==> config.mk <==
export PLATFORM = sky130hd
export DESIGN_NAME = cs_adder_pipe
export DESIGN_NICKNAME = d
export VERILOG_FILES = /design/src/rtl/cs_adder_pkg.sv /design/src/rtl/cs_segment.sv /design/src/rtl/cs_adder_pipe.sv
export SDC_FILE = /design/constraint.sdc
export NUM_CORES = 1
export LEC_CHECK = 0
export CAP_MARGIN = 20
export CORE_ASPECT_RATIO = 1.4
export CORE_MARGIN = 2
export CORE_UTILIZATION = 30
export DETAILED_ROUTE_END_ITERATION = 10
export PLACE_DENSITY = 0.6
export SLEW_MARGIN = 20
export SYNTH_ARGS = -nofsm -noshare
export SYNTH_HDL_FRONTEND = slang
export SYNTH_SLANG_ARGS = --single-unit
==> constraint.sdc <==
create_clock -name clk -period 8.97 [get_ports clk]
set_input_delay 1.3455 -clock clk [delete_from_list [all_inputs] [get_ports clk]]
set_output_delay 1.3455 -clock clk [all_outputs]
set_load 0.01 [all_outputs]
==> src/rtl/cs_adder_pkg.sv <==
// cs_adder_pkg: shared sizing helpers and operation encoding for the carry-select adder pipeline
package cs_adder_pkg;
  localparam logic OP_ADD = 1'b0;
  localparam logic OP_SUB = 1'b1;
  function automatic int nseg(input int w, input int s);
    return w / s;
  endfunction
  function automatic int nstg(input int w, input int s, input int p);
    return (nseg(w, s) + p - 1) / p;
  endfunction
endpackage

==> src/rtl/cs_segment.sv <==
// cs_segment: one carry-select slice; both carry-in cases are summed up front and cin only picks one
module cs_segment #(
  parameter int SEG = 8
) (
  input  logic [SEG-1:0] a,
  input  logic [SEG-1:0] b,
  input  logic           cin,
  output logic [SEG-1:0] sum,
  output logic           cout,
  output logic           c_msb
);
  logic [SEG:0] r0, r1;
  assign r0 = {1'b0, a} + {1'b0, b};
  assign r1 = {1'b0, a} + {1'b0, b} + (SEG+1)'(1);
  assign {cout, sum} = cin ? r1 : r0;
  // the carry entering the top bit is whatever the top sum bit cannot explain from its own operands
  assign c_msb = sum[SEG-1] ^ a[SEG-1] ^ b[SEG-1];
endmodule

==> src/rtl/cs_adder_pipe.sv <==
// cs_adder_pipe: pipelined carry-select add/sub; each stage resolves SPS segments, valid/ready flow control
module cs_adder_pipe
  import cs_adder_pkg::*;
#(
  parameter int WIDTH = 32,
  parameter int SEG   = 8,
  parameter int SPS   = 2
) (
  input  logic             clk,
  input  logic             rst,
  input  logic             in_valid,
  output logic             in_ready,
  input  logic             sub,
  input  logic             cin,
  input  logic [WIDTH-1:0] a,
  input  logic [WIDTH-1:0] b,
  output logic             out_valid,
  input  logic             out_ready,
  output logic [WIDTH-1:0] q,
  output logic             cout,
  output logic             ovf
);
  localparam int NSEG = nseg(WIDTH, SEG);
  localparam int NSTG = nstg(WIDTH, SEG, SPS);
  if (WIDTH % SEG != 0) begin : g_chk
    $error("cs_adder_pipe: WIDTH must be a multiple of SEG");
  end
  logic [NSTG-1:0] v_q, adv, ld;
  logic            init_q, dn_rdy;
  logic [WIDTH-1:0] a_q [NSTG], b_q [NSTG], q_q [NSTG];
  logic             c_q [NSTG], m_q [NSTG];
  logic [WIDTH-1:0] a_s [NSTG], b_s [NSTG], q_s [NSTG], q_d [NSTG];
  logic             c_s [NSTG], c_d [NSTG], m_d [NSTG];
  logic [WIDTH-1:0] seg_sum;
  logic             seg_m [NSEG];
  function automatic logic [WIDTH-1:0] smask(input int k);
    smask = '0;
    for (int j = 0; j < NSEG; j++)
      if (j / SPS == k) smask[j*SEG +: SEG] = '1;
  endfunction
  // stage inputs: ports for stage 0, previous stage register otherwise; b is pre-inverted for subtract
  always_comb begin
    a_s[0] = a;
    b_s[0] = (sub == OP_SUB) ? ~b : b;
    c_s[0] = (sub == OP_ADD) ? cin : 1'b1;
    q_s[0] = '0;
    for (int k = 1; k < NSTG; k++) begin
      a_s[k] = a_q[k-1];
      b_s[k] = b_q[k-1];
      c_s[k] = c_q[k-1];
      q_s[k] = q_q[k-1];
    end
  end
  for (genvar j = 0; j < NSEG; j++) begin : g_seg
    localparam int K = j / SPS;
    logic           ci, co;
    logic [SEG-1:0] s;
    if (j % SPS == 0) begin : g_first
      assign ci = c_s[K];
    end else begin : g_chain
      assign ci = g_seg[j-1].co;
    end
    cs_segment #(.SEG(SEG)) u_seg (
      .a    (a_s[K][j*SEG +: SEG]),
      .b    (b_s[K][j*SEG +: SEG]),
      .cin  (ci),
      .sum  (s),
      .cout (co),
      .c_msb(seg_m[j])
    );
    assign seg_sum[j*SEG +: SEG] = s;
    if (j % SPS == SPS-1 || j == NSEG-1) begin : g_last
      assign c_d[K] = co;
      assign m_d[K] = seg_m[j];
    end
  end
  always_comb begin
    for (int k = 0; k < NSTG; k++) q_d[k] = (seg_sum & smask(k)) | (q_s[k] & ~smask(k));
  end
  // ready ripples from the output back to stage 0 so bubbles collapse within one cycle
  always_comb begin
    dn_rdy = out_ready;
    for (int k = NSTG-1; k >= 0; k--) begin
      adv[k] = v_q[k] && dn_rdy;
      dn_rdy = !v_q[k] || adv[k];
    end
    ld[0] = in_valid && init_q && dn_rdy;
    for (int k = 1; k < NSTG; k++) ld[k] = adv[k-1];
  end
  always_ff @(posedge clk or posedge rst) begin
    if (rst) begin
      init_q <= 1'b0;
      v_q    <= '0;
      for (int k = 0; k < NSTG; k++) begin
        a_q[k] <= '0;
        b_q[k] <= '0;
        q_q[k] <= '0;
        c_q[k] <= 1'b0;
        m_q[k] <= 1'b0;
      end
    end else begin
      init_q <= 1'b1;
      for (int k = 0; k < NSTG; k++) begin
        v_q[k] <= ld[k] || (v_q[k] && !adv[k]);
        if (ld[k]) begin
          a_q[k] <= a_s[k];
          b_q[k] <= b_s[k];
          q_q[k] <= q_d[k];
          c_q[k] <= c_d[k];
          m_q[k] <= m_d[k];
        end
      end
    end
  end
  assign in_ready  = init_q && dn_rdy;
  assign out_valid = v_q[NSTG-1];
  assign q         = q_q[NSTG-1];
  assign cout      = c_q[NSTG-1];
  assign ovf       = c_q[NSTG-1] ^ m_q[NSTG-1];
endmodule
; After elaboration in Yosys (flattened, before gate mapping)
; Cells that the tools add are included.
[classes]
n_mux = 6
reduce_logical = 15
bitwise_logic = 5
addsub = 8
[ops]
columns = cell, count
row1 = adder 8 x 8 -> 9 bit, 4
row2 = "adder 9 x 1 -> 9 bit, second input constant", 4
row3 = 2-to-1 mux 9 bit, 4
row4 = 2-to-1 mux 32 bit, 1
row5 = NOT 32 bit, 1
row6 = bitwise OR 32 x 16 -> 32 bit, 1
row7 = logical AND 1 bit, 7
row8 = zero test 1 bit, 4
row9 = logical OR 1 bit, 4
row10 = XOR 1 bit, 3
row11 = 2-to-1 mux 1 bit, 1
[totals]
regBits = 118
out_inout_bits = 36
elab_cells = 43
input_bits = 70

; Longest topological paths before layout
; Gate-level depths: netlist of the first run.
[logic_depth]
ltp_word = 6
ltp_mapped = 16
ltp_nobuf = 13

; Cells and area by module
; Synthesis of the first run repeated with hierarchy kept, for this count alone.
[unflattened]
cells_unflattened = 440
hier_area_um2 = 5460.2
[modules_own_cells]
columns = mod, area_per_inst_um2, n_inst, cells_per_inst, seq_area_each_um2
row1 = cs_adder_pipe, 3555.9, 1, 225, 2152.1
row2 = cs_segment at g_seg[1].u_seg ..., 478.0, 3, 54, 0.0
row3 = cs_segment at g_seg[0].u_seg, 470.5, 1, 53, 0.0

; Worst setup path after synthesis of the first run
; No wires, ideal clock.
[synth_timing]
path_kind = input to register
start = input sub
end = register q_q[43] (netlist bit)
required_time_ns = 8.888
path_slack_ns = 3.875
arrival_time_ns = 5.013
cell_stages = 16
n_path_buf = 3
setup_ns = 0.082
path_cell_list = clkbuf_1 > buf_1 > xor2_1 > ha_1 > inv_1 > fa_1 > nor2b_1 > o21a_1 > nor3_1 > or4b_1 > a311oi_2 > nand3_1 > xnor2_1 > buf_2 > or3_1 > a31oi_1
[synth_via]
elab_chain_len = 5
elab_cells_between_ends = 8
classes_between = 4 x add/sub / 4 x mux
[synth_rtl]
columns = element, line_no
row1 = from (decl), cs_adder_pipe.sv:13  ; input logic sub,
row2 = 2-to-1 mux 32 bit, cs_adder_pipe.sv:44  ; b_s[0] = (sub == OP_SUB) ? ~b : b;
row3 = adder 8 x 8 -> 9 bit, "cs_segment.sv:13, cs_segment.sv:14"
row4 = adder 9 x 1 -> 9 bit, cs_segment.sv:14  ; assign r1 = {1'b0, a} + {1'b0, b} + (SEG+1)'(1);
row5 = 2-to-1 mux 9 bit, cs_segment.sv:15  ; assign {cout, sum} = cin ? r1 : r0;
row6 = 2-to-1 mux 9 bit (*), cs_segment.sv:15
row7 = "to (signal, indexed assignment)", cs_adder_pipe.sv:108  ; q_q[k] <= q_d[k];
row8 = to (decl), cs_adder_pipe.sv:30  ; logic [WIDTH-1:0] a_q [NSTG], b_q [NSTG], q_q [NSTG];
; Mark *: on every way between the ends. The rest lies on a longest branch, timed or not.
; A chain may end at the register's enable or synchronous reset.

; Final worst setup path of the first run
[layout_timing]
start = input sub
end = register q_q[41] (netlist bit)
; Same word-level chain as after synthesis.

==> reports/results.txt, run 1 <==
Synthesized instance count -> 586
Share of cells above drive strength 1 -> 0.0813
Die height -> 164 µm
Number of global-route vias before repair -> 4221
Synth Area in Compound Gates -> 0.146
Crit-path max cell delay -> 750 ps
Crit path max-delay family -> XOR/XNOR gates
Min-delay worst type -> reg2reg
Fmax -> 188 MHz
Worst Setup Path Type -> in2reg
PwrDens -> 233 mW/mm²
Worst R2R Start -> a_q[48]
# diodes -> 0
Post-route ant nets -> 0
FP Rows -> 58
Largest family of logic cells by synthesized area -> simple AND/OR/NAND/NOR gates
Worst EP required -> 9160 ps
Drt wl/cell -> 12.8 µm
Critical path endpoint category -> flop
Clock Skew -> 6.26 ps
Num ports -> 106
HP Start -> q[16]
Proportion of synthesized area in mux cells -> 0.0461
Synthesized cell area -> 0.00548 mm²
Area Growth Syn to Fin -> 29.3%
Yosys Warn Count -> 0
Number of flops mapped to enable cells by yosys -> 0
Post-synth ARST share -> 1.00
Initial Util -> 0.306
Buffers on Ports -> 105
Core footprint -> 0.0179 mm²
Min-Delay Endpoint -> q[16]
Antenna violations before repair -> 0
Post-CTS setup buffers -> 0
Arrival time at the worst endpoint -> 5520 ps
Endpoints failing setup -> 0
Final layout net count -> 794
Crit-path cells -> buf_2 > xor2_1 > ha_1 > inv_1 > fa_1 > nor2b_1 > o21a_1 > nor3_1 > or4b_1 > a311oi_2 > nand3_1 > xnor2_1 > mux2i_1 > o21ai_1
Worst-margin pin slew -> 918 ps
Period utilization -> 0.594
Area of the die -> 0.0194 mm²
Max cap viols -> 0
Multi-input logic area -> 0.00320 mm²
Via count -> 4245
Slew Viols, Final -> 0
Design area -> 0.00709 mm²
Skew-Pair Late Insertion Delay -> 340 ps
Iteration-0 DRC Markers -> 91
Met1 GRT Util -> 0.149
Area after DPL -> 0.00679 mm²
FF-to-FF End -> q[29]
Fin crit period -> 5330 ps
Max Fanout on Critical Path -> 33
Final hold violation count -> 0
Die Wd -> 118 µm
GRT Total Usage -> 0.130
Worst Hold Depth -> 2
M2 GR Usage -> 0.243
First-pass GRT wire length -> 20200 µm
Adder-cell share of the synthesized area -> 0.0967
Number of CTS-inserted buffers -> 9
Max clock buf depth -> 2
Netlist cell types -> 60
Hold-fix buffers at CTS -> 0
CTS resizes -> 0
Pin count of the biggest net entering global routing -> 74
RSZ-0062 raised after global routing -> no
DR pass1 iterations -> 4
Routability cong. -> 0.842
Grt ovf -> 0
Flop-to-flop setup slack -> 5370 ps
H-tree depth -> 3
Leak pwr -> 3.03 nW
Max-slew headroom -> 0.388
Busiest grt layer -> met2
Yosys reg bits -> 86
DR vias/cell -> 4.57
Post-synthesis sequential area ratio -> 0.392
Reg2Reg Depth -> 11
VDD IR-drop max -> 0.0894 mV
Post-DP HPWL -> 9170 µm
Worst path slowest cell -> xnor2_1
Final Util -> 0.396
Clk slew on worst S/H paths -> 60 ps
CP Launch Type -> input pin
Post-Synth XOR/XNOR Area -> 0.123
Outcome -> finished, final reports clean
Clk root buf -> clkbuf_16
Buf/Inv on CP -> 2
TNS Setup -> 0 ps
CTS tree -> built
Post-Syn Area per Cell -> 9.36 µm²
Drc violations -> 0
Sequential cell area -> 0.00215 mm²
Routed WL -> 11900 µm
Synth Area in Simple Gates -> 0.170
Post-synth top flop -> dfrtp_1
Post-synth net total -> 696
Fill cells -> 1845
Sink Count -> 86
GR Util met3 -> 0.0201
## cell usage after synthesis, types with 14 or more instances
| library cell | number | area [µm²] |
|---|---|---|
| xnor2_1 | 45 | 394 |
| nand3_1 | 14 | 70.1 |
| dfrtp_1 | 86 | 2150 |
| inv_1 | 15 | 56.3 |
| a21oi_1 | 20 | 100 |
| nand2_1 | 114 | 428 |
| ha_1 | 36 | 450 |
| xor2_1 | 32 | 280 |
| clkbuf_1 | 15 | 56.3 |
| o21ai_0 | 54 | 270 |
| nor2_1 | 21 | 78.8 |
| mux2_2 | 18 | 203 |
## cell families (layout without fill, tap and decap cells)
family	count (synthesis)	after routing
AND/OR/NAND/NOR	200	200
AO/OA/AOI/OAI	122	122
flip-flops	86	86
XOR/XNOR	77	77
adder cells (fa/ha/maj)	40	40
buffers and inverters	37	140
multiplexers	23	23
other	1	1
## report_power, final
group | internal [W] | switching [W]
combinational | 0.000365 | 0.000331
clock | 0.000231 | 0.000153
sequential | 0.000504 | 0.0000668
total | 0.00110 | 0.000551
## worst max path at each step
stage                     startpoint       to  slack (ps)  cells after the start
after floorplan                  sub  q_q[43]        3880                     16
after global placement           sub  q_q[41]        3300                     14
after detailed placement         sub  q_q[41]        3220                     14
after CTS                        sub  q_q[41]        3570                     14
after global routing             sub  q_q[46]        3170                     14
final                            sub  q_q[41]        3640                     14
## through the flow
step	total power [W]	cells	worst slack (ps)	hold WS [ps]
finish	0.00165	929	3640	475
global route	0.00178	929	3170	503
CTS	0.00168	929	3570	483
detailed placement	0.00129	913	3220	469
global placement	0.00127	913	3300	460
floorplan	0.00101	586	3880	445
## layout by cell type (no fill, tap or decap), types with 3 or more instances in the layout
cell / netlist / layout
o21ai_1: 3 / 3
nor2_1: 21 / 21
or3_1: 3 / 3
dfrtp_1: 86 / 86
buf_4: 0 / 4
nand3_1: 14 / 13
o21ai_0: 54 / 54
mux2_2: 18 / 18
clkbuf_16: 0 / 9
a211oi_1: 3 / 3
o21bai_1: 4 / 4
or2_2: 4 / 4
xor2_1: 32 / 32
and2_1: 4 / 4
nand2_1: 114 / 113
inv_1: 15 / 14
a21oi_1: 20 / 20
nand2b_1: 5 / 5
nor3_1: 5 / 5
nor4_1: 4 / 4
nor3b_1: 3 / 3
mux2i_1: 5 / 5
clkdlybuf4s50_1: 0 / 104
xnor2_1: 45 / 45
a21o_1: 7 / 7
nand4_1: 5 / 5
nor2b_1: 6 / 5
a31oi_1: 4 / 4
ha_1: 36 / 36
fa_1: 4 / 4
o21a_1: 3 / 3
## worst reg2reg max path: cells and delay by family, from the launching register on
kind | cells | cell delay [ps]
flops | 1 | 380
simple gates | 6 | 1460
fa+ha+maj | 3 | 970
compound gates | 2 | 730
## flip-flops by register name (all words and copies together), names as in the netlist
| name | flops |
|---|---|
| q_q | 16 |
| v_q | 2 |
| m_q | 1 |
| cout | 1 |
| a_q | 16 |
| init_q | 1 |
| q | 32 |
| g_seg.ci | 1 |
| b_q | 16 |
## layout make-up
class	instances	area share
repair buffers	109	0.152
multi-input cells	463	0.451
clock inverters	3	0.00600
well taps	240	0.0424
inverters	15	0.00812
flip-flops and latches	86	0.304
clock buffers	13	0.0367
## layer usage
layer	part of all wire	wire length (µm)	vias up
met5	0	0	-
met4	0.017	197	0
met3	0.032	381	14
met2	0.52	6160	78
met1	0.43	5170	1936
li1	-	-	2217
Power figures use the tool's default switching activity.
==> run 2: changes to the inputs <==
==> constraint.sdc (replaced) <==
create_clock -name clk -period 5.44 [get_ports clk]
set_input_delay 0.816 -clock clk [delete_from_list [all_inputs] [get_ports clk]]
set_output_delay 0.816 -clock clk [all_outputs]
set_load 0.01 [all_outputs]
==> reports/results.txt, run 2 (same netlist as run 1, synthesis figures left out) <==
Clk slew on worst S/H paths -> 60 ps
Routability cong. -> 0.758
Area of the die -> 0.0194 mm²
Antenna violations before repair -> 1
CP Launch Type -> input pin
Post-DP HPWL -> 9530 µm
Final layout net count -> 797
Worst Setup Path Type -> in2reg
Fin crit period -> 4370 ps
Die height -> 164 µm
Die Wd -> 118 µm
Most frequent cells in the layout -> 113 x nand2_1, 104 x clkdlybuf4s50_1, 86 x dfrtp_1
CTS resizes -> 0
Final hold violation count -> 0
Worst EP required -> 5700 ps
Post-route ant nets -> 0
TNS Setup -> 0 ps
Area Growth Syn to Fin -> 28.7%
Post-CTS setup buffers -> 0
Drc violations -> 0
Min-delay worst type -> reg2reg
GRT Total Usage -> 0.130
DR pass1 iterations -> 4
Critical path endpoint category -> flop
Sink Count -> 86
PwrDens -> 375 mW/mm²
Final Util -> 0.394
Worst-margin pin slew -> 760 ps
VDD IR-drop max -> 0.136 mV
Fmax -> 229 MHz
Number of CTS-inserted buffers -> 9
Num ports -> 106
RSZ-0062 raised after global routing -> no
Routed WL -> 12100 µm
Drt wl/cell -> 13.0 µm
Clk root buf -> clkbuf_16
Hold_ws -> 475 ps
Max-slew headroom -> 0.486
Max clock buf depth -> 2
DR vias/cell -> 4.56
Iteration-0 DRC Markers -> 145
Skew-Pair Late Insertion Delay -> 330 ps
Pin count of the biggest net entering global routing -> 46
Share of cells above drive strength 1 -> 0.0828
Initial Util -> 0.306
Clock Skew -> 7.10 ps
Hold-fix buffers at CTS -> 0
Max Fanout on Critical Path -> 12
Slew Viols, Final -> 0
Core footprint -> 0.0179 mm²
FP Rows -> 58
H-tree depth -> 3
Max cap viols -> 0
Number of global-route vias before repair -> 4284
Max FFs per register -> 32
Outcome -> finished, final reports clean
Period utilization -> 0.803
Via count -> 4229
Buffers on Ports -> 105
Pre-CTS WS -> 708 ps
# diodes -> 0
CTS tree -> built
Arrival time at the worst endpoint -> 4630 ps
Endpoints failing setup -> 0
Leak pwr -> 3.02 nW
Grt ovf -> 0
First-pass GRT wire length -> 20400 µm
Most common cell after layout, fill and taps aside -> nand2_1
Worst setup margin -> 1070 ps
==> run 2: layout make-up <==
type,count,area [µm²]
Fill cell,1869,10900
Multi-Input combinational cell,463,3200
Sequential cell,86,2150
Timing Repair Buffer,112,1100
Tap cell,240,300
Clock buffer,10,239
Inverter,15,57.6
Clock inverter,2,12.5
==> run 2: routing by layer <==
layer | part of all wire | track usage
met1 | 0.42 | 0.147
met4 | 0.012 | 0.0427
met5 | 0.0011 | 0
met3 | 0.040 | 0.0264
met2 | 0.53 | 0.244
==> run 2: metrics by stage <==
step | total power (W) | instances | instance area [µm²]
2_1_floorplan | 0.00167 | 586 | 5480
6_report | 0.00264 | 928 | 7060
3_5_place_dp | 0.00213 | 916 | 6810
3_3_place_gp | 0.00211 | 916 | 6810
5_1_grt | 0.00286 | 928 | 7060
4_1_cts | 0.00269 | 928 | 7060
==> run 2: power by group <==
group,switching [W],leakage [nW],total (W),internal [W]
registers,0.000110,1.05,0.000941,0.000831
logic,0.000550,1.85,0.00116,0.000605
clock network,0.000237,0.122,0.000548,0.000311
==> run 2: critical path, cell delays in order <==
cell and delay (ps):
clkdlybuf4s50_1 470, xor2_1 150, ha_1 210, inv_1 60, fa_1 400, nor2b_1 220, o21a_1 160, nor3_1 60
or4b_1 510, a311oi_2 360, nand3_1 190, xnor2_1 170, buf_4 180, or4_1 510, a31oi_1 160
==> run 2: path summary, 6_finish.rpt <==
check / from / end / slack [ps] / cells after the start
max in group asynchronous: rst / q[27] / 3490 / 3
max reg2reg: a_q[48] / q[29] / 1850 / 11
min in group asynchronous: rst / a_q[52] / 910 / 2
min reg2reg: q[26] / q[26] / 480 / 2
max: b[0] / q_q[45] / 1070 / 15
min: q[26] / q[26] / 480 / 2
